--- src/rtl/dmem_arb_pkg.sv ---
// Shared definitions for the two-port data-memory arbiter: FSM state
// encoding and the port-index constants used by the arbiter and its picker.
package dmem_arb_pkg;

  typedef enum logic [1:0] {
    ST_IDLE   = 2'd0,
    ST_ISSUE  = 2'd1,
    ST_RDWAIT = 2'd2
  } arb_state_t;

  localparam logic PORT_CPU = 1'b0;
  localparam logic PORT_LDR = 1'b1;

endpackage

--- src/rtl/arb_pick2.sv ---
// Two-way grant picker. Port 0 wins by default; 'hist' hands a conflict to
// port 1 (starvation limit reached, or round-robin says port 1 is next).
module arb_pick2
  import dmem_arb_pkg::*;
(
  input  logic req0,
  input  logic req1,
  input  logic hist,
  output logic winner
);

  // Resolve the winner from the two requests and the history bit
  always_comb begin
    winner = PORT_CPU;
    if (req0 && req1) begin
      winner = hist ? PORT_LDR : PORT_CPU;
    end else if (req1) begin
      winner = PORT_LDR;
    end else begin
      winner = PORT_CPU;
    end
  end

endmodule

--- src/rtl/dmem_arbiter.sv ---
// Two-port data-memory arbiter (port 0 = CPU load/store, port 1 = loader).
// One transaction at a time: grant in IDLE, command in ISSUE, read return in
// RDWAIT. Define DMEM_ARB_RR_EN for round-robin arbitration; the default build
// uses fixed priority with a starvation limit for port 1.
module dmem_arbiter
  import dmem_arb_pkg::*;
#(
  parameter int ADDR_W     = 32,
  parameter int DATA_W     = 32,
  parameter int STARVE_MAX = 4
)
(
  input  logic              clk,
  input  logic              rst_n,
  input  logic              p0_req,
  input  logic [3:0]        p0_we,
  input  logic [ADDR_W-1:0] p0_addr,
  input  logic [DATA_W-1:0] p0_wdata,
  output logic              p0_gnt,
  output logic              p0_rvalid,
  output logic [DATA_W-1:0] p0_rdata,
  input  logic              p1_req,
  input  logic [3:0]        p1_we,
  input  logic [ADDR_W-1:0] p1_addr,
  input  logic [DATA_W-1:0] p1_wdata,
  output logic              p1_gnt,
  output logic              p1_rvalid,
  output logic [DATA_W-1:0] p1_rdata,
  output logic [ADDR_W-1:0] m_addr,
  output logic [3:0]        m_we,
  output logic [DATA_W-1:0] m_wdata,
  output logic              m_rd,
  input  logic [DATA_W-1:0] m_rdata
);

  arb_state_t        state_r;
  logic              win_r;
  logic [DATA_W-1:0] rdata0_r;
  logic [DATA_W-1:0] rdata1_r;
  logic              hist_s;
  logic              pick_s;
  logic              take_s;

  // A request is accepted only while idle; the grant is the accept strobe
  assign take_s = (state_r == ST_IDLE) && (p0_req || p1_req);
  assign p0_gnt = take_s && (pick_s == PORT_CPU);
  assign p1_gnt = take_s && (pick_s == PORT_LDR);

  // Read data appears straight from memory in the rvalid cycle, then holds
  assign p0_rdata = p0_rvalid ? m_rdata : rdata0_r;
  assign p1_rdata = p1_rvalid ? m_rdata : rdata1_r;

  arb_pick2 u_pick (
    .req0   (p0_req),
    .req1   (p1_req),
    .hist   (hist_s),
    .winner (pick_s)
  );

`ifdef DMEM_ARB_RR_EN
  // rr_last holds the port that wins the next conflict (the one not granted
  // last); resetting it to port 0 keeps the first post-reset grant on port 0.
  logic rr_last_r;
  assign hist_s = rr_last_r;

  // Hand the next conflict to the port that was just passed over
  always_ff @(posedge clk or negedge rst_n) begin
    if (!rst_n) begin
      rr_last_r <= PORT_CPU;
    end else if (take_s) begin
      rr_last_r <= ~pick_s;
    end else begin
      rr_last_r <= rr_last_r;
    end
  end
`else
  localparam int CNT_W = (STARVE_MAX < 1) ? 1 : $clog2(STARVE_MAX + 1);
  logic [CNT_W-1:0] starve_cnt_r;
  assign hist_s = (starve_cnt_r == CNT_W'(STARVE_MAX));

  // Count port-0 grants that overtake a waiting port 1, saturating at the limit
  always_ff @(posedge clk or negedge rst_n) begin
    if (!rst_n) begin
      starve_cnt_r <= {CNT_W{1'b0}};
    end else if (!p1_req) begin
      starve_cnt_r <= {CNT_W{1'b0}};
    end else if (take_s && (pick_s == PORT_LDR)) begin
      starve_cnt_r <= {CNT_W{1'b0}};
    end else if (take_s && (starve_cnt_r != CNT_W'(STARVE_MAX))) begin
      starve_cnt_r <= starve_cnt_r + CNT_W'(1);
    end else begin
      starve_cnt_r <= starve_cnt_r;
    end
  end
`endif

  // Transaction FSM: latch the winner's payload as the memory command, then
  // return read data; strobes default low every cycle
  always_ff @(posedge clk or negedge rst_n) begin
    if (!rst_n) begin
      state_r   <= ST_IDLE;
      win_r     <= PORT_CPU;
      m_addr    <= {ADDR_W{1'b0}};
      m_we      <= 4'b0000;
      m_wdata   <= {DATA_W{1'b0}};
      m_rd      <= 1'b0;
      p0_rvalid <= 1'b0;
      p1_rvalid <= 1'b0;
      rdata0_r  <= {DATA_W{1'b0}};
      rdata1_r  <= {DATA_W{1'b0}};
    end else begin
      m_we      <= 4'b0000;
      m_rd      <= 1'b0;
      p0_rvalid <= 1'b0;
      p1_rvalid <= 1'b0;
      case (state_r)
        ST_IDLE: begin
          if (take_s) begin
            state_r <= ST_ISSUE;
            win_r   <= pick_s;
            if (pick_s == PORT_LDR) begin
              m_addr  <= p1_addr;
              m_we    <= p1_we;
              m_wdata <= p1_wdata;
              m_rd    <= (p1_we == 4'b0000);
            end else begin
              m_addr  <= p0_addr;
              m_we    <= p0_we;
              m_wdata <= p0_wdata;
              m_rd    <= (p0_we == 4'b0000);
            end
          end else begin
            state_r <= ST_IDLE;
          end
        end
        ST_ISSUE: begin
          // m_rd is high exactly while a read command is on the bus
          if (m_rd) begin
            state_r   <= ST_RDWAIT;
            p0_rvalid <= (win_r == PORT_CPU);
            p1_rvalid <= (win_r == PORT_LDR);
          end else begin
            state_r <= ST_IDLE;
          end
        end
        ST_RDWAIT: begin
          state_r <= ST_IDLE;
          if (win_r == PORT_LDR) begin
            rdata1_r <= m_rdata;
          end else begin
            rdata0_r <= m_rdata;
          end
        end
        default: begin
          state_r <= ST_IDLE;
        end
      endcase
    end
  end

endmodule

--- config.mk ---
export PLATFORM = sky130hd
export DESIGN_NAME = dmem_arbiter
export DESIGN_NICKNAME = d
export VERILOG_FILES = /design/src/rtl/dmem_arb_pkg.sv /design/src/rtl/arb_pick2.sv /design/src/rtl/dmem_arbiter.sv
export SDC_FILE = /design/constraint.sdc
export NUM_CORES = 1
export LEC_CHECK = 0
export BUFFER_PORTS_ARGS = -buffer_cell sky130_fd_sc_hd__buf_2
export CAP_MARGIN = 0
export CORE_AREA = 2 2 122 124
export CTS_BUF_LIST = sky130_fd_sc_hd__clkbuf_16
export DETAILED_ROUTE_END_ITERATION = 10
export DIE_AREA = 0 0 124 126
export PLACE_DENSITY = 0.8
export SLEW_MARGIN = 40
export SYNTH_ARGS = -nofsm -noshare
export SYNTH_HDL_FRONTEND = slang
export SYNTH_SLANG_ARGS = --single-unit
--- constraint.sdc ---
create_clock -name clk -period 2.8 [get_ports clk]
set_clock_uncertainty 0.05 [all_clocks]
set_input_delay 0.28 -clock clk [delete_from_list [all_inputs] [get_ports clk]]
set_output_delay 0.28 -clock clk [all_outputs]
set_load 0.1 [all_outputs]
==> metrics.md <==
| Metric | Value |
|---|---|
| Final min period | around 2.4 ns |
| Yosys warnings | 0 |
| Initial antenna violation count | 2 |
| CP Capture Type | output pin |
| Vias in the first global route | between 5000 and 6000 |
| Crit path capture | p1_gnt |
| Crit Path Max Fanout | 7 |
| Post-Syn Area | 0.00671 mm² |
| Register-to-register setup slack | between 0.7 and 0.8 ns |
| Gp weighted congestion | roughly 0.82 |
| Total die area | between 0.015 and 0.02 mm² |
| Seq cells post-synth | roughly 140 |
| Longest Clk Path Bufs | 2 |
| Drt drc | 0 |
| DRT Pass-1 Iters | 5 |
| GRT Overall Usage | 23.9% |
| Cts repair resizes | 0 |
| Setup CP Type | flip-flop to output pin |
| Synth async-reset ratio | 100% |
| Worst reg2reg path startpoint | starve_cnt_r[0] |
| Initial Util | 46.9% |
| RSZ-0062 raised after global routing | false |
| CP arrival | 2.08 ns |
| Final Setup Violations | 0 |
| NumNets Final | 1012 |
| DR WL/cell | 18.0 µm |
| Worst-path clk slew | 0.06 ns |
| Max capacitance violation total | 0 |
| Switching Share | 47.6% |
| Status | finished clean |
| EDFF count, synth | 0 |
| I/O pin total | 309 |
| Final hold slack | 0.0430 ns |
| HP Class | primary input to flip-flop |
| Clk network pwr share | between 20 and 30% |
| Slew @ Worst Pin | 0.714 ns |
| Layout cell share with drive strength beyond 1 | 56.2% |
| Synth cell types | 33 |
| Hold path start | p0_addr[10] |
| CTS tree | yes |
| Post-Place Cell Area | 0.00840 mm² |
| Iteration-0 DRC count of the detailed router | 286 |
| LEAKAGE | roughly 4.5 nW |
| Post-DRT Antenna Nets | 0 |
| Clock sinks | 141 |
| Setup TNS | 0 ns |
| FP Rows | 44 |
| Core area | 0.0143 mm² |
| Routed wire length | between 15000 and 20000 µm |
| Type of origin of the critical path | flip-flop |
| Placed cells | 1002 |
| Max-slew violation count | 0 |
| Syn_area_per_cell | 12.2 µm² |
| Detailed placer's ending HPWL | around 13000 µm |
| First-pass GRT wire length | 28900 µm |
| Combinational power share | 44.4% |
| Fin crit share | 86.2% |
| CTS root buf | clkbuf_16 |
| Worst vdd ir | 0.568 mV |
| Post-CTS Setup Inserts | 0 |
| Port Buffers | around 300 |
| H-tree levels | 4 |
| Critical Path Start | starve_cnt_r[0] |
| Largest net degree at the start of global routing | 72 |
| Post-Layout Cell Count | 1037 |
| Pwr/cell area | 947 mW/mm² |
| Total power draw | about 0.0085 W |
| Clock latency on the worst-skew pair | 0.41 ns |
| Max Freq | 0.414 GHz |
| Share of power burned in registers | a little under a third |
| Cell internal pwr | 0.00446 W |
| Hold Buf Count CTS | 1 |
| TritonCTS Buffers | 17 |
| Post-route cell area | between 0.008 and 0.009 mm² |
| CP required | about 2.5 ns |
| Die outline width | approximately 120 µm |
| Worst rel slew slack | a little over half |
| P_sw | a little over 0.004 W |
| Syn nets | 723 |
| Chip height | around 130 µm |
| Grt ovf | 0 |
| Hold violation total from the final report | 0 |
| Layout area overhead | 33.9% |
| Drt via density | roughly 5.5 |
| Reg-to-reg endpoint | m_addr[27] |
| Sequential area share after synthesis | a little over half |
| Vias | 5725 |
| Worst reg-to-reg path cell count | 6 |
| Main flop type after synthesis | dfrtp_1 |
| Cells after Synth | ~550 |
-- per-stage QoR --
stage          setup slack [ns]  utilization (%)
3_5_place_dp              0.757             58.7
4_1_cts                   0.370             62.7
5_1_grt                   0.281             62.7
3_3_place_gp              0.825             58.7
2_1_floorplan             0.535                -
6_report                  0.387             62.7
-- synthesized netlist by cell type (2+ instances only) --
library cell  number  area (µm²)
a21o_1             2        15.0
a221o_1           64         641
a21boi_1           2        15.0
clkbuf_1          16        60.1
a21boi_0           2        15.0
inv_1              3        11.3
nand2_1           66         248
nor3_1            65         325
dfrtp_1          141        3530
mux2_2           128        1440
ha_1               2        25.0
buf_6              3        33.8
o21ai_0            2        10.0
a22o_1             4        35.0
buf_2             31         155
-- flip-flops by register name (all words and copies together) (netlist names), 2 cells and up --
name / flops
m_addr: 32
m_wdata: 32
rdata0_r: 32
rdata1_r: 32
m_we: 4
starve_cnt_r: 3
state_r: 2
-- cell type report --
cell class,instances,area [µm²]
Sequential cell,141,3530
Clock inverter,15,139
Clock buffer,17,425
Tap cell,184,230
Timing Repair Buffer,321,1700
Antenna cell,2,5.00
Inverter,3,11.3
Multi-Input combinational cell,354,2940
Fill cell,1173,5330
-- worst max-delay path: stages (launching register included) --
cell and delay (ns):
dfrtp_1 0.42, inv_1 0.07, ha_1 0.26, a21boi_4 0.10
nor3b_4 0.33, buf_2 0.49
-- cells by family after synthesis --
family,Yosys count,synth area share (%)
mux,128,21.5
buf+inv,54,3.99
simple gates,147,10.5
flops,141,52.6
fa+ha+maj,2,0.373
compound gates,77,11.0
-- layout by cell type (no fill, tap or decap), types with 2 or more instances in the layout --
master,instances
nor3_1,65
buf_2,306
clkinv_1,5
bufinv_16,3
dfrtp_1,141
a22o_1,4
a221o_1,64
a21o_1,2
clkbuf_16,17
ha_1,2
nor3b_4,2
inv_1,7
a21boi_0,2
mux2_2,128
diode_2,2
buf_12,4
clkinv_2,3
buf_4,9
nand2_1,66
-- power groups by stage --
stage | Clock, W | Combinational [W] | Sequential, W
after floorplan | 0 | 0.00171 | 0.00396
after global placement | 0 | 0.00375 | 0.00258
after detailed placement | 0 | 0.00379 | 0.00258
after CTS | 0.00220 | 0.00379 | 0.00256
after global routing | 0.00231 | 0.00390 | 0.00260
final | 0.00216 | 0.00377 | 0.00256
-- worst min-delay path by stage --
stage | to | slack, ns | cells past startpoint
after floorplan | m_addr[0] | -0.07 | 0
after global placement | rdata0_r[21] | 0.19 | 1
after detailed placement | rdata1_r[21] | 0.19 | 1
after CTS | m_addr[26] | 0.02 | 2
after global routing | m_addr[22] | 0.03 | 2
final | m_addr[10] | 0.04 | 2
-- routing by layer --
layer	wire length, µm	track usage [%]
met5	0	0
met3	1590	7.11
met1	7250	27.8
met2	9440	40.8
met4	428	10.3
Power figures use the tool's default switching activity.
